===== src/rtl/llsc_if.sv =====
// Bundle between the MEM stage and the LL/SC reservation monitor.
// The master modport is the pipeline side and the slave modport is the monitor.
interface llsc_if #(
  parameter int CNT_W = 16
) ();
  logic             en;
  logic             flush;
  logic             mem_ll;
  logic             mem_sc;
  logic             mem_we;
  logic [31:0]      mem_addr;
  logic             snoop_valid;
  logic [31:0]      snoop_addr;
  logic             atomic_ex;
  logic [29:0]      link_addr;
  logic             mem_sc_mask;
  logic [31:0]      sc_result;
  logic             sc_result_valid;
  logic [CNT_W-1:0] sc_fail_count;
  logic             fsm_state;

  // MEM-stage inputs are sampled only while en=1. There is no backpressure.
  // sc_result is qualified by a single-cycle sc_result_valid pulse.
  modport master (
    output en, flush, mem_ll, mem_sc, mem_we, mem_addr, snoop_valid, snoop_addr,
    input  atomic_ex, link_addr, mem_sc_mask, sc_result, sc_result_valid,
           sc_fail_count, fsm_state
  );
  modport slave (
    input  en, flush, mem_ll, mem_sc, mem_we, mem_addr, snoop_valid, snoop_addr,
    output atomic_ex, link_addr, mem_sc_mask, sc_result, sc_result_valid,
           sc_fail_count, fsm_state
  );
endinterface


===== src/rtl/llsc_monitor.sv =====
// Single-word LL/SC reservation monitor. It decides whether each SC may write
// and returns the 1/0 SC result. Stores, snoops, flush and timeout kill the link.
module llsc_monitor #(
  parameter int LINK_TIMEOUT = 1024,
  parameter int CNT_W        = 16
) (
  input  logic  clk,
  input  logic  rst,
  llsc_if.slave bus
);
  localparam logic [0:0] IDLE   = 1'b0;
  localparam logic [0:0] LINKED = 1'b1;

  localparam int              TW         = (LINK_TIMEOUT > 1) ? $clog2(LINK_TIMEOUT) : 1;
  localparam bit              TIMEOUT_EN = (LINK_TIMEOUT != 0);
  localparam logic [TW-1:0]   TIMER_LAST = TW'((LINK_TIMEOUT > 0) ? LINK_TIMEOUT - 1 : 0);

  logic [0:0]       state;
  logic [0:0]       state_nxt;
  logic             load_link;
  logic [29:0]      link_q;
  logic [TW-1:0]    timer;
  logic [31:0]      res_q;
  logic             res_v_q;
  logic [CNT_W-1:0] fail_q;

  logic linked;
  logic match_m;
  logic match_s;
  logic snoop_ll;
  logic sc_fire;
  logic sc_ok;
  logic timeout;

  assign linked   = (state == LINKED);
  assign match_m  = (bus.mem_addr[31:2] == link_q);
  assign match_s  = bus.snoop_valid & (bus.snoop_addr[31:2] == link_q);
  assign snoop_ll = bus.snoop_valid & (bus.snoop_addr[31:2] == bus.mem_addr[31:2]);
  assign sc_fire  = bus.en & bus.mem_sc & ~bus.flush;
  assign sc_ok    = sc_fire & linked & match_m & ~match_s;
  assign timeout  = TIMEOUT_EN & linked & (timer == TIMER_LAST);

  always_comb begin
    state_nxt = state;
    load_link = 1'b0;
    if (bus.flush) begin
      state_nxt = IDLE;
    end else if (bus.en && bus.mem_sc) begin
      state_nxt = IDLE;
    end else if (bus.en && bus.mem_ll && !snoop_ll) begin
      state_nxt = LINKED;
      load_link = 1'b1;
    end else if (bus.en && bus.mem_ll) begin
      // A snoop hitting the LL word in the same cycle may have been missed, so do not link.
      state_nxt = IDLE;
    end else if (linked && match_s) begin
      state_nxt = IDLE;
    end else if (linked && bus.en && bus.mem_we && match_m) begin
      state_nxt = IDLE;
    end else if (timeout) begin
      state_nxt = IDLE;
    end
  end

  always_ff @(posedge clk) begin
    if (rst) begin
      state   <= IDLE;
      link_q  <= '0;
      timer   <= '0;
      res_q   <= '0;
      res_v_q <= 1'b0;
      fail_q  <= '0;
    end else begin
      state   <= state_nxt;
      res_v_q <= sc_fire;
      if (load_link) begin
        link_q <= bus.mem_addr[31:2];
        timer  <= '0;
      end else if (linked) begin
        timer  <= timer + 1'b1;
      end
      if (sc_fire) begin
        res_q <= {31'b0, sc_ok};
      end
      if (sc_fire && !sc_ok && (fail_q != '1)) begin
        fail_q <= fail_q + 1'b1;
      end
    end
  end

  assign bus.atomic_ex       = linked;
  assign bus.link_addr       = link_q;
  assign bus.mem_sc_mask     = bus.mem_sc & ~sc_ok;
  assign bus.sc_result       = res_q;
  assign bus.sc_result_valid = res_v_q;
  assign bus.sc_fail_count   = fail_q;
  assign bus.fsm_state       = state;
endmodule


===== src/flat_wrapper.sv =====
// flat-port wrapper written by rule: the top's interface ports become plain ports
module llsc_monitor_flat 
#(
  parameter int LINK_TIMEOUT = 1024,
  parameter int CNT_W        = 16
)
  (clk, rst, bus_en, bus_flush, bus_mem_ll, bus_mem_sc, bus_mem_we, bus_mem_addr, bus_snoop_valid, bus_snoop_addr, bus_atomic_ex, bus_link_addr, bus_mem_sc_mask, bus_sc_result, bus_sc_result_valid, bus_sc_fail_count, bus_fsm_state);
  llsc_if #(.CNT_W(CNT_W)) bus_i ();
  input  logic clk;
  input  logic rst;
  input wire logic [$bits(bus_i.en)-1:0] bus_en;
  input wire logic [$bits(bus_i.flush)-1:0] bus_flush;
  input wire logic [$bits(bus_i.mem_ll)-1:0] bus_mem_ll;
  input wire logic [$bits(bus_i.mem_sc)-1:0] bus_mem_sc;
  input wire logic [$bits(bus_i.mem_we)-1:0] bus_mem_we;
  input wire logic [$bits(bus_i.mem_addr)-1:0] bus_mem_addr;
  input wire logic [$bits(bus_i.snoop_valid)-1:0] bus_snoop_valid;
  input wire logic [$bits(bus_i.snoop_addr)-1:0] bus_snoop_addr;
  output wire logic [$bits(bus_i.atomic_ex)-1:0] bus_atomic_ex;
  output wire logic [$bits(bus_i.link_addr)-1:0] bus_link_addr;
  output wire logic [$bits(bus_i.mem_sc_mask)-1:0] bus_mem_sc_mask;
  output wire logic [$bits(bus_i.sc_result)-1:0] bus_sc_result;
  output wire logic [$bits(bus_i.sc_result_valid)-1:0] bus_sc_result_valid;
  output wire logic [$bits(bus_i.sc_fail_count)-1:0] bus_sc_fail_count;
  output wire logic [$bits(bus_i.fsm_state)-1:0] bus_fsm_state;
  assign bus_i.en = bus_en;
  assign bus_i.flush = bus_flush;
  assign bus_i.mem_ll = bus_mem_ll;
  assign bus_i.mem_sc = bus_mem_sc;
  assign bus_i.mem_we = bus_mem_we;
  assign bus_i.mem_addr = bus_mem_addr;
  assign bus_i.snoop_valid = bus_snoop_valid;
  assign bus_i.snoop_addr = bus_snoop_addr;
  assign bus_atomic_ex = bus_i.atomic_ex;
  assign bus_link_addr = bus_i.link_addr;
  assign bus_mem_sc_mask = bus_i.mem_sc_mask;
  assign bus_sc_result = bus_i.sc_result;
  assign bus_sc_result_valid = bus_i.sc_result_valid;
  assign bus_sc_fail_count = bus_i.sc_fail_count;
  assign bus_fsm_state = bus_i.fsm_state;
  llsc_monitor #(.LINK_TIMEOUT(LINK_TIMEOUT), .CNT_W(CNT_W)) u_core (.clk(clk), .rst(rst), .bus(bus_i));
endmodule

===== config.mk =====
export PLATFORM = sky130hd
export DESIGN_NAME = llsc_monitor_flat
export DESIGN_NICKNAME = d
export VERILOG_FILES = /design/src/rtl/llsc_if.sv /design/src/rtl/llsc_monitor.sv /design/src/flat_wrapper.sv
export SDC_FILE = /design/constraint.sdc
export NUM_CORES = 1
export LEC_CHECK = 0
export CAP_MARGIN = 0
export CORE_MARGIN = 2
export CORE_UTILIZATION = 44
export CTS_CLUSTER_DIAMETER = 60
export DETAILED_ROUTE_END_ITERATION = 6
export GPL_TIMING_DRIVEN = 0
export PLACE_DENSITY = 0.83
export REMOVE_ABC_BUFFERS = 1
export SLEW_MARGIN = 20
export SYNTH_ARGS = -nofsm -noshare
export SYNTH_HDL_FRONTEND = slang
export SYNTH_SLANG_ARGS = --single-unit

===== constraint.sdc =====
create_clock -name clk -period 2.66 [get_ports clk]
set_clock_uncertainty 0.05 [all_clocks]
set_input_delay 0.266 -clock clk [delete_from_list [all_inputs] [get_ports clk]]
set_output_delay 0.266 -clock clk [all_outputs]
set_load 0.005 [all_outputs]

==> impl_metrics.json <==
{
  "grt_max_degree": 35,
  "fin_cells": 653,
  "yosys.area_share.simple": 0.212,
  "endpoint_kind": "output port",
  "grtUsageTotal": 0.236,
  "core_area_um2": 8220,
  "r2r_start": "u_core.bus.link_addr[1]",
  "nets": 616,
  "finalHoldViolations": 0,
  "cts_tree": "built",
  "yosys-mux-area-fraction": 0.110,
  "ys_ff_latch": 59,
  "gp_congestion": 0.888,
  "synth_warnings": 0,
  "synth_flop_cell": "dfxtp_1",
  "nFillCells": 673,
  "seq_area_frac_synth": 0.317,
  "finalPower_mw": 2.01,
  "crit_path_top_delay_cell": "clkdlybuf4s50_1",
  "grt_overflow_total": 0,
  "syn_to_final_growth_pct": 40.6,
  "leakage_nw": 1.84,
  "start_util": 0.453,
  "drt_iter0_drc": 147,
  "synth_edf_count": 0,
  "io_pins": 154,
  "wl_per_cell_um": 15.9,
  "clkTransAtPathRegs_ns": 0.07,
  "antenna_found_initial": 1,
  "crit_arrival_ns": 2.26,
  "power_frac_clock": 0.343,
  "synth_top_family_by_area": "XOR/XNOR gates",
  "critPathMaxStageDelay_ns": 0.51,
  "r2r_setup_slack_ns": 0.13,
  "endpoint": "bus_mem_sc_mask",
  "drc": 0,
  "rows": 33,
  "synth-xor-area-share": 0.233,
  "cts.sinks": 59,
  "startpoint": "bus_snoop_addr[18]",
  "drive_gt1_frac": 0.106,
  "vias": 3350,
  "dr.pass1.iters": 4,
  "p_int_mw": 1.45,
  "cp.depth": 7,
  "syn-cell-area_um2": 3730,
  "p_comb_frac": 0.198,
  "power_switching_uw": 552,
  "hpwl_um": 7880,
  "synthCells": 418,
  "reg2reg_to": "u_core.bus.sc_fail_count[3]",
  "die-width_um": 96.0,
  "status": "completed",
  "ant_nets": 0,
  "reg2regPathDepth": 7,
  "worstSkewPairLatency_ns": 0.34,
  "vias_per_cell": 5.13,
  "cp_num_buf_inv": 2,
  "routed_wirelength_um": 10400,
  "portBuffers": 118,
  "setup.worst_path.class": "input pin to output port",
  "clk_path_buf_depth": 2,
  "dieArea_um2": 9220,
  "max_freq_mhz": 388,
  "crit_fanout": 2,
  "setup_violations": 0,
  "synthDistinctLibCells": 42,
  "synthArstFlopShare": 0,
  "first_global_vias": 3326,
  "die_y_um": 96.0,
  "grt_pass1_wl_um": 16400,
  "cellPowerDensity_nw_per_um2": 383,
  "hold_path.class": "input pin to flip-flop",
  "fin_crit_ns": 2.58,
  "pwr-share-seq": 0.459,
  "fin_setup_tns_ns": 0,
  "synth_compound_area_frac": 0.0353,
  "cts_buffers": 9,
  "regArea_um2": 1200,
  "finalCritPeriodShare": 0.970,
  "placed_cells": 629,
  "tightest_slew_ns": 0.802,
  "h-tree-depth": 3,
  "swShare": 0.275,
  "worst_setup_path_start_kind": "input pin",
  "whs_ns": 0.352,
  "synthAdderAreaFrac": 0.00672,
  "clockRootBuffer": "clkbuf_8",
  "path_cells": "clkdlybuf4s50_1, xnor2_1, nand4_1, or4_4, o2111a_2, and2b_2, dlygate4sd2_1",
  "path_delay_family": "simple AND/OR/NAND/NOR gates",
  "multiInputGateArea_um2": 2450,
  "grt_setup_unrepaired": "false",
  "syn_area_per_cell_um2": 8.91,
  "relSlewSlack": 0.461,
  "crit_required_ns": 2.34,
  "slew_viol_final": 0,
  "ctsHoldBuffers": 0,
  "ir_worst_vdd_mv": 0.249,
  "maxCapViolations": 0
}
[cell usage in the layout, fill, tap and decap left out, drive strengths merged, types with 3 or more instances in the layout]
| cell | count |
|---|---|
| or2 | 3 |
| or3 | 3 |
| o31ai | 3 |
| nor3 | 5 |
| and4 | 4 |
| xor2 | 19 |
| nand4 | 25 |
| nand3 | 11 |
| dlygate4sd2 | 9 |
| a21oi | 9 |
| dfxtp | 59 |
| clkbuf | 13 |
| nor4 | 11 |
| or4 | 4 |
| nor2 | 55 |
| o21ai | 4 |
| xnor2 | 80 |
| nand2 | 9 |
| buf | 11 |
| conb | 31 |
| nor2b | 9 |
| clkinv | 3 |
| clkdlybuf4s50 | 107 |
| mux2i | 31 |
| mux2 | 9 |
| and3 | 3 |
[repair_timing]
| item | 4_1_cts | 5_1_grt |
|---|---|---|
| cloned | 1 | 0 |
| setup buffers | 5 | 1 |
| endpoints found under the setup margin | 3 | 2 |
| pin swaps | 7 | 1 |
| gates resized for setup | 31 | 4 |
[power by group through the flow]
stage | sequential, mW | clock, mW | combinational (mW)
floorplan | 0.938 | 0 | 0.164
global placement | 0.939 | 0 | 0.372
detailed placement | 0.940 | 0 | 0.383
CTS | 0.920 | 0.706 | 0.391
global route | 0.922 | 0.747 | 0.429
finish | 0.920 | 0.689 | 0.396
[per-stage QoR]
stage / utilization / instance area [um^2] / setup slack, ns
6_report: 0.638 / 5240 / 0.0795
3_3_place_gp: 0.589 / 4840 / -3.94
4_1_cts: 0.634 / 5210 / 0.0623
2_1_floorplan: - / 3530 / -1.92
5_1_grt: 0.638 / 5240 / 0.00905
3_5_place_dp: 0.600 / 4930 / -0.596
[synthesized netlist by cell type (all sizes together), types with 4 or more instances]
library cell   n  area share
mux2           9       0.027
nor2          55       0.055
xnor2         80        0.19
xor2          19       0.045
or4            4      0.0081
dfxtp         59        0.32
nor4          11       0.024
nand3         11       0.015
clkbuf         8      0.0081
nand4         25       0.042
mux2i         31       0.083
nor3           5      0.0067
and4           4      0.0094
buf           38       0.075
a21oi          9       0.012
nand2          9      0.0091
o21ai          4      0.0054
nor2b          9       0.015
[state kept, by name (all words and copies together), names as in the netlist]
register                    cells
u_core.bus.atomic_ex            1
u_core.bus.link_addr           30
u_core.bus.sc_result            1
u_core.bus.sc_fail_count       16
u_core.bus.sc_result_valid      1
u_core.timer                   10
[how the worst min path moves through the flow]
stage	from	to	slack, ns	cells past startpoint
after floorplan	rst	u_core.bus.sc_fail_count[0]	0.29	1
after global placement	u_core.bus.sc_fail_count[14]	u_core.bus.sc_fail_count[14]	0.44	2
after detailed placement	u_core.bus.sc_fail_count[14]	u_core.bus.sc_fail_count[14]	0.46	2
after CTS	rst	u_core.bus.link_addr[14]	0.34	2
after global routing	rst	u_core.bus.link_addr[20]	0.37	2
final	rst	u_core.bus.link_addr[14]	0.35	2
[layer usage]
metal  share of wire  vias up  track usage
met5               0        -            0
met4           0.031        0        0.108
met3           0.052       23       0.0564
met2            0.49      121        0.398
met1            0.43     1567        0.282
li1                -     1639            -
[worst reg2reg max path: cells and delay by family (launching register included)]
| kind | cells | cell delay [ns] |
|---|---|---|
| buf+inv | 1 | 0.19 |
| compound gates | 1 | 0.29 |
| mux | 1 | 0.37 |
| xor+xnor | 1 | 0.17 |
| flops | 1 | 0.35 |
| simple gates | 3 | 1.00 |
[cell families after synthesis]
kind of cell             count (synthesis)
AO/OA/AOI/OAI                           21
XOR/XNOR                                99
adder cells (fa/ha/maj)                  2
buffers and inverters                   48
flip-flops                              59
multiplexers                            40
other                                    1
AND/OR/NAND/NOR                        148
[layout make-up]
class / instances / area share
multi-input combinational: 342 / 0.469
timing repair buffer: 128 / 0.246
sequential: 59 / 0.229
clock buffer: 13 / 0.0265
tap: 105 / 0.0251
clock inverter: 3 / 0.00287
inverter: 2 / 0.00143
antenna: 1 / 0.000478
No activity file was read; power rests on OpenSTA's default activity.
